==> config.mk <==
export PLATFORM = sky130hd
export DESIGN_NAME = addn_pipe_flat
export DESIGN_NICKNAME = d
export VERILOG_FILES = /design/src/rtl/addn_pipe_if.sv /design/src/rtl/addn_pipe.sv /design/src/flat_wrapper.sv
export SDC_FILE = /design/constraint.sdc
export NUM_CORES = 1
export LEC_CHECK = 0
export BUFFER_PORTS_ARGS = -buffer_cell sky130_fd_sc_hd__buf_2
export CORE_ASPECT_RATIO = 0.5
export CORE_MARGIN = 5
export CORE_UTILIZATION = 60
export DETAILED_ROUTE_END_ITERATION = 6
export MAX_ROUTING_LAYER = met4
export PLACE_DENSITY_LB_ADDON = 0.05
export SYNTH_ARGS = -nofsm -noshare
export SYNTH_HDL_FRONTEND = slang
export SYNTH_SLANG_ARGS = --single-unit
==> constraint.sdc <==
create_clock -name clk -period 7.41 [get_ports clk]
set_input_delay 1.1115 -clock clk [delete_from_list [all_inputs] [get_ports clk]]
set_output_delay 1.1115 -clock clk [all_outputs]
set_load 0.01 [all_outputs]
==> src/rtl/addn_pipe_if.sv <==
// rtl/addn_pipe_if.sv - operand/result handshake bundle for addn_pipe; sub member only with ADDN_PIPE_SUB_EN
interface addn_pipe_if #(
    parameter int WIDTH = 16
);
    logic             in_valid;
    logic             in_ready;
    logic [WIDTH-1:0] a;
    logic [WIDTH-1:0] b;
    logic             c;
`ifdef ADDN_PIPE_SUB_EN
    logic             sub;
`endif
    logic             out_valid;
    logic             out_ready;
    logic [WIDTH-1:0] s;
    logic             co;
    logic             ovf;

    // producer/consumer side
    modport master (
`ifdef ADDN_PIPE_SUB_EN
        output sub,
`endif
        output in_valid, a, b, c, out_ready,
        input  in_ready, out_valid, s, co, ovf
    );

    // adder side
    modport slave (
`ifdef ADDN_PIPE_SUB_EN
        input  sub,
`endif
        input  in_valid, a, b, c, out_ready,
        output in_ready, out_valid, s, co, ovf
    );
endinterface

==> src/rtl/addn_pipe.sv <==
// rtl/addn_pipe.sv - pipelined WIDTH-bit adder, STAGE_W bits per stage; ADDN_PIPE_SUB_EN enables subtract mode
module addn_pipe #(
    parameter int WIDTH   = 16,
    parameter int STAGE_W = 4
) (
    input  logic       clk,
    input  logic       rst,
    addn_pipe_if.slave io
);
    localparam int STAGES = WIDTH / STAGE_W;
    localparam int LAST   = STAGES - 1;

    logic advance;
    logic msb_cin;
    logic ovf_q;

    // One global enable: the whole pipe holds while the result is blocked.
    assign advance     = ~(io.out_valid & ~io.out_ready);
    assign io.in_ready = advance;

    genvar k;
    generate
        for (k = 0; k < STAGES; k++) begin : g_stage
            localparam int SW = (k + 1) * STAGE_W;  // sum bits collected after this stage
            localparam int RW = WIDTH - SW;         // operand bits still waiting for later stages

            logic [STAGE_W-1:0] op_a;
            logic [STAGE_W-1:0] op_b;
            logic               cin;
            logic               v_in;
            logic [STAGE_W:0]   add;
            logic [SW-1:0]      s_d;
            logic [SW-1:0]      s_q;
            logic               vld_q;
            logic               cy_q;

            if (k == 0) begin : g_src
                assign op_a = io.a[STAGE_W-1:0];
`ifdef ADDN_PIPE_SUB_EN
                assign op_b = io.b[STAGE_W-1:0] ^ {STAGE_W{io.sub}};
                assign cin  = io.c ^ io.sub;
`else
                assign op_b = io.b[STAGE_W-1:0];
                assign cin  = io.c;
`endif
                assign v_in = io.in_valid;
                assign s_d  = add[STAGE_W-1:0];
            end else begin : g_src
                assign op_a = g_stage[k-1].g_skew.a_q[STAGE_W-1:0];
`ifdef ADDN_PIPE_SUB_EN
                assign op_b = g_stage[k-1].g_skew.b_q[STAGE_W-1:0]
                            ^ {STAGE_W{g_stage[k-1].g_skew.sub_q}};
`else
                assign op_b = g_stage[k-1].g_skew.b_q[STAGE_W-1:0];
`endif
                assign cin  = g_stage[k-1].cy_q;
                assign v_in = g_stage[k-1].vld_q;
                assign s_d  = {add[STAGE_W-1:0], g_stage[k-1].s_q};
            end

            assign add = {1'b0, op_a} + {1'b0, op_b} + {{STAGE_W{1'b0}}, cin};

            // Stage register: valid always tracks the slot, data only loads for valid slots
            // so the outputs stay at their reset value until a real result arrives.
            always_ff @(posedge clk or posedge rst) begin
                if (rst) begin
                    vld_q <= 1'b0;
                    cy_q  <= 1'b0;
                    s_q   <= '0;
                end else if (advance) begin
                    vld_q <= v_in;
                    if (v_in) begin
                        cy_q <= add[STAGE_W];
                        s_q  <= s_d;
                    end
                end
            end

            if (k < LAST) begin : g_skew
                logic [RW-1:0] a_d;
                logic [RW-1:0] b_d;
                logic [RW-1:0] a_q;
                logic [RW-1:0] b_q;
`ifdef ADDN_PIPE_SUB_EN
                logic          sub_d;
                logic          sub_q;
`endif
                if (k == 0) begin : g_in
                    assign a_d = io.a[WIDTH-1:SW];
                    assign b_d = io.b[WIDTH-1:SW];
`ifdef ADDN_PIPE_SUB_EN
                    assign sub_d = io.sub;
`endif
                end else begin : g_in
                    assign a_d = g_stage[k-1].g_skew.a_q[RW+STAGE_W-1:STAGE_W];
                    assign b_d = g_stage[k-1].g_skew.b_q[RW+STAGE_W-1:STAGE_W];
`ifdef ADDN_PIPE_SUB_EN
                    assign sub_d = g_stage[k-1].g_skew.sub_q;
`endif
                end

                // Skew register: carries the not-yet-added operand chunks with their slot
                always_ff @(posedge clk or posedge rst) begin
                    if (rst) begin
                        a_q <= '0;
                        b_q <= '0;
`ifdef ADDN_PIPE_SUB_EN
                        sub_q <= 1'b0;
`endif
                    end else if (advance && v_in) begin
                        a_q <= a_d;
                        b_q <= b_d;
`ifdef ADDN_PIPE_SUB_EN
                        sub_q <= sub_d;
`endif
                    end
                end
            end
        end
    endgenerate

    // Carry into the MSB recovered from the last chunk's sum and operand bits.
    assign msb_cin = g_stage[LAST].add[STAGE_W-1]
                   ^ g_stage[LAST].op_a[STAGE_W-1]
                   ^ g_stage[LAST].op_b[STAGE_W-1];

    // Overflow register, loaded alongside the last stage
    always_ff @(posedge clk or posedge rst) begin
        if (rst) begin
            ovf_q <= 1'b0;
        end else if (advance && g_stage[LAST].v_in) begin
            ovf_q <= msb_cin ^ g_stage[LAST].add[STAGE_W];
        end
    end

    assign io.out_valid = g_stage[LAST].vld_q;
    assign io.s         = g_stage[LAST].s_q;
    assign io.co        = g_stage[LAST].cy_q;
    assign io.ovf       = ovf_q;
endmodule

==> src/flat_wrapper.sv <==
// flat-port wrapper written by rule: the top's interface ports become plain ports
module addn_pipe_flat 
#(
    parameter int WIDTH   = 16,
    parameter int STAGE_W = 4
)
  (clk, rst, io_in_valid, io_a, io_b, io_c, io_out_ready, io_in_ready, io_out_valid, io_s, io_co, io_ovf);
  addn_pipe_if #(.WIDTH(WIDTH)) io_i ();
  input  logic clk;
  input  logic rst;
  input wire logic [$bits(io_i.in_valid)-1:0] io_in_valid;
  input wire logic [$bits(io_i.a)-1:0] io_a;
  input wire logic [$bits(io_i.b)-1:0] io_b;
  input wire logic [$bits(io_i.c)-1:0] io_c;
  input wire logic [$bits(io_i.out_ready)-1:0] io_out_ready;
  output wire logic [$bits(io_i.in_ready)-1:0] io_in_ready;
  output wire logic [$bits(io_i.out_valid)-1:0] io_out_valid;
  output wire logic [$bits(io_i.s)-1:0] io_s;
  output wire logic [$bits(io_i.co)-1:0] io_co;
  output wire logic [$bits(io_i.ovf)-1:0] io_ovf;
  assign io_i.in_valid = io_in_valid;
  assign io_i.a = io_a;
  assign io_i.b = io_b;
  assign io_i.c = io_c;
  assign io_i.out_ready = io_out_ready;
  assign io_in_ready = io_i.in_ready;
  assign io_out_valid = io_i.out_valid;
  assign io_s = io_i.s;
  assign io_co = io_i.co;
  assign io_ovf = io_i.ovf;
  addn_pipe #(.WIDTH(WIDTH), .STAGE_W(STAGE_W)) u_core (.clk(clk), .rst(rst), .io(io_i));
endmodule
# Yosys cells after proc, flatten, opt, wreduce, memory -nomap -nowiden
# Cells that the tools add are included.
# totals
ff_bits,97
inputBits,37
output_inout_bits,20
wordCells,41
# classes
n_addsub,8
bitwise_logic,6
n_reduce_logical,8
# ops
operator,count
$add 4x4->5,4
$add 5x1->5,4
$reduce_and 2->1,4
$logic_and 1x1->1,4
$xor 1x1->1,3
$not 1->1,2
$and 1x1->1,1

# Longest topological paths before layout
# depth
ltp_word,5
mapped_depth,8
mapped_depth_nobuf,8

# Worst setup path before layout
# Ideal clock, no wire load.
# synth_timing
kind,input to output
startpoint,in io_out_ready
endpoint,out io_in_ready
arrival_time_ns,1.362
required_ns,6.298
setup_slack_ns,4.936
path_stages,2
path_buffers,0
cell_sequence,nor2b_2 > inv_2
# synth_via
elab_chain_len,3
# synth_rtl
item,line_no,rtl
start: declaration,flat_wrapper.sv:15,input wire logic [$bits(io_i.out_ready)-1:0] io_out_ready;
$not 1->1,addn_pipe.sv:18,assign advance = ~(io.out_valid & ~io.out_ready);
$and 1x1->1,addn_pipe.sv:18,
$not 1->1,addn_pipe.sv:18,
end: declaration,flat_wrapper.sv:16,output wire logic [$bits(io_i.in_ready)-1:0] io_in_ready;
# Every way passes these cells.

# Worst setup path in the final report
# Ends and elaborated chain as after synthesis.

==> impl_metrics.json <==
{
  "area_delta_synth_final_pct": 14.9,
  "clk_pin_slew_ns": 0.06,
  "grt_max_degree": 86,
  "power.share.switching": 0.314,
  "final_nets": 406,
  "p_per_area_nw_per_um2": 444,
  "netlist_area_um2": 4130,
  "fp.dieH_um": 68.7,
  "routed_via_density": 5.20,
  "yosys_warnings": 0,
  "stdcell_count": 444,
  "die_w_um": 127,
  "synth_top_family_by_area": "multiplexers",
  "p_int_mw": 1.44,
  "grt_overflow": 0,
  "ys_top_cells_by_area": "dfrtp_1 (59%), mux2_2 (20%), fa_1 (3.9%)",
  "p_clk_frac": 0.197,
  "yosysUniqueCellTypes": 26,
  "cts_root_buf": "clkbuf_16",
  "dieArea_um2": 8740,
  "area.sequential_um2": 2430,
  "num_io_pins": 57,
  "wirelength_mm": 6.89,
  "outcome": "completed",
  "drt_iter0_markers": 108,
  "routedWlPerCell_um": 15.5,
  "slew_headroom": 0.192,
  "place_inst": 430,
  "required_ns": 6.30,
  "clockBufferDepth": 2,
  "startpoint": "io_out_ready",
  "post_cts_buffers": 0,
  "synth_top_area_share": 0.588,
  "p_switching_mw": 0.661,
  "insertion_delay_ns": 0.34,
  "synth_seq_cells": 97,
  "syn_nets": 348,
  "synth-xor-area-share": 0.0246,
  "setup-violations-final": 0,
  "holdWs_ns": 0.472,
  "crit_fanout": 6,
  "cts_resized": 0,
  "endpoint_kind": "output pin",
  "ant_nets": 0,
  "rows": 21,
  "multi_input_area_um2": 1590,
  "grt_antenna_before_repair": 0,
  "final_layout_size_suffix_gt1_frac": 0.423,
  "rr_startpoint": "u_core.g_stage[2].g_skew.b_q[0]$_DFFE_PP0P_",
  "synth-seq-area-share": 0.588,
  "hold_viol": 0,
  "rsz0062_at_grt": "no",
  "drv_slew": 0,
  "synth_fa_ha_area_frac": 0.0752,
  "yosys.area_share.simple": 0.0330,
  "core-area_um2": 6670,
  "fin_crit_ns": 2.77,
  "hold_buffers": 0,
  "arrival_ns": 1.66,
  "port_buffers": 56,
  "synthCells": 291,
  "min_from": "u_core.io.s[13]$_DFFE_PP0P_",
  "power_frac_seq": 0.427,
  "detail_route.first_pass.iterations": 4,
  "htree_levels": 3,
  "cap_violations": 0,
  "critical_path_class": "in -> out",
  "numCtsBuffers": 9,
  "hp-class": "reg -> reg",
  "synth-compound-area-share": 0.0446,
  "clock_sinks": 97,
  "insertedDiodeCount": 0,
  "fmax_mhz": 361,
  "drcViolationCount": 0,
  "synthMuxAreaShare": 0.207,
  "gp_congestion": 0.764,
  "worst_pin_slew_ns": 1.21,
  "hpwl_mm": 4.75,
  "fin_tns_setup_ns": 0,
  "grt_pass1_wl_mm": 11.8,
  "yosys.area.top_type": "dfrtp_1",
  "clock_skew_ns": 0.00543,
  "combPwrFrac": 0.376,
  "track_usage": 0.183,
  "ir_worst_vdd_mv": 0.184,
  "fin_crit_sh": 0.374,
  "fill_cells": 488,
  "synth_area_per_cell_um2": 14.2,
  "cellLeakagePower_nw": 2.27,
  "grt_pass1_vias": 2513,
  "start_util": 0.618,
  "cts_tree": "yes",
  "route.vias.total": 2308,
  "cp-start-kind": "primary input"
}
[through the flow]
step           power [mW]   util  setup WS, ns  instance area [µm²]
4_1_cts              2.14  0.710          4.65                 4740
3_5_place_dp         1.71  0.671          4.45                 4480
5_1_grt              2.26  0.710          4.59                 4740
3_3_place_gp         1.66  0.671          4.54                 4480
6_report             2.11  0.710          4.64                 4740
2_1_floorplan        1.50      -          3.76                 4130
[cell families (layout without fill, tap and decap cells)]
family / count (synthesis) / after routing
xor+xnor: 10 / 10
simple gates: 31 / 31
mux: 76 / 76
buf+inv: 25 / 86
compound gates: 32 / 32
flops: 97 / 97
fa+ha+maj: 20 / 20
[state kept, by name, summed over array words and instances, names as in the netlist]
register	flops
u_core.io.co	1
u_core.g_stage.g_skew.b_q	24
u_core.io.out_valid	1
u_core.g_stage.vld_q	3
u_core.g_stage.cy_q	3
u_core.g_stage.g_skew.a_q	24
u_core.io.s	16
u_core.io.ovf	1
u_core.g_stage.s_q	24
[critical path, stage by stage]
cell	delay (ns)
buf_2	0.10
nor2b_2	0.19
inv_2	0.11
buf_2	0.15
[power groups by stage]
stage	clock [mW]	combinational, mW	sequential, mW
after floorplan	0	0.602	0.894
after global placement	0	0.763	0.896
after detailed placement	0	0.801	0.909
after CTS	0.427	0.810	0.902
after global routing	0.450	0.886	0.928
final	0.416	0.791	0.899
[cells in the final DEF (no fill, tap or decap)]
cell type / count
nor2b_1: 1
o21a_1: 1
o21ai_1: 2
ha_1: 12
nor2b_2: 1
xor2_1: 7
fa_1: 8
a21o_1: 6
clkbuf_1: 3
a21oi_1: 6
nand2b_1: 1
clkbuf_8: 2
clkbuf_16: 9
xnor2_1: 2
inv_4: 1
nor2_2: 1
a21oi_2: 1
inv_1: 13
buf_2: 56
inv_2: 1
mux2_2: 73
dfrtp_1: 97
xnor3_1: 1
nand2_2: 3
mux2_1: 3
buf_4: 1
a211oi_1: 1
nand2_1: 24
o21ai_0: 15
[routing by layer]
metal,GRT usage,share of wire,wire (µm),vias up
met5,-,0,0,-
met3,0.0638,0.042,289,10
met1,0.218,0.45,3070,1157
met2,0.304,0.50,3450,42
li1,-,-,-,1099
met4,0.0521,0.011,77,0
[synth_stat cells]
| cell type | number |
|---|---|
| a211oi_1 | 1 |
| a21o_1 | 6 |
| a21oi_1 | 6 |
| a21oi_2 | 1 |
| buf_2 | 6 |
| buf_4 | 3 |
| clkbuf_1 | 1 |
| dfrtp_1 | 97 |
| fa_1 | 8 |
| ha_1 | 12 |
| inv_1 | 14 |
| inv_2 | 1 |
| mux2_1 | 3 |
| mux2_2 | 73 |
| nand2_1 | 24 |
| nand2_2 | 3 |
| nand2b_1 | 1 |
| nor2_2 | 1 |
| nor2b_1 | 1 |
| nor2b_2 | 1 |
| o21a_1 | 1 |
| o21ai_0 | 15 |
| o21ai_1 | 2 |
| xnor2_1 | 2 |
| xnor3_1 | 1 |
| xor2_1 | 7 |
[area by class of cell]
class | instances | area share
Sequential cell | 97 | 0.512
Multi-Input combinational cell | 169 | 0.335
Timing Repair Buffer | 57 | 0.0607
Clock buffer | 14 | 0.0557
Tap cell | 92 | 0.0243
Inverter | 15 | 0.0124
[path summary, 6_finish.rpt]
path                                                          endpoint  slack, ns  cells after the start
max                                                        io_in_ready       4.64                      4
min                                        u_core.io.s[13]$_DFFE_PP0P_       0.47                      2
max reg2reg                                  u_core.io.ovf$_DFFE_PP0P_       5.27                      8
min reg2reg                                u_core.io.s[13]$_DFFE_PP0P_       0.47                      2
max in group asynchronous         u_core.g_stage[1].s_q[5]$_DFFE_PP0P_       5.49                      3
min in group asynchronous  u_core.g_stage[2].g_skew.a_q[1]$_DFFE_PP0P_       0.67                      2
(Power assumes the default switching activity.)
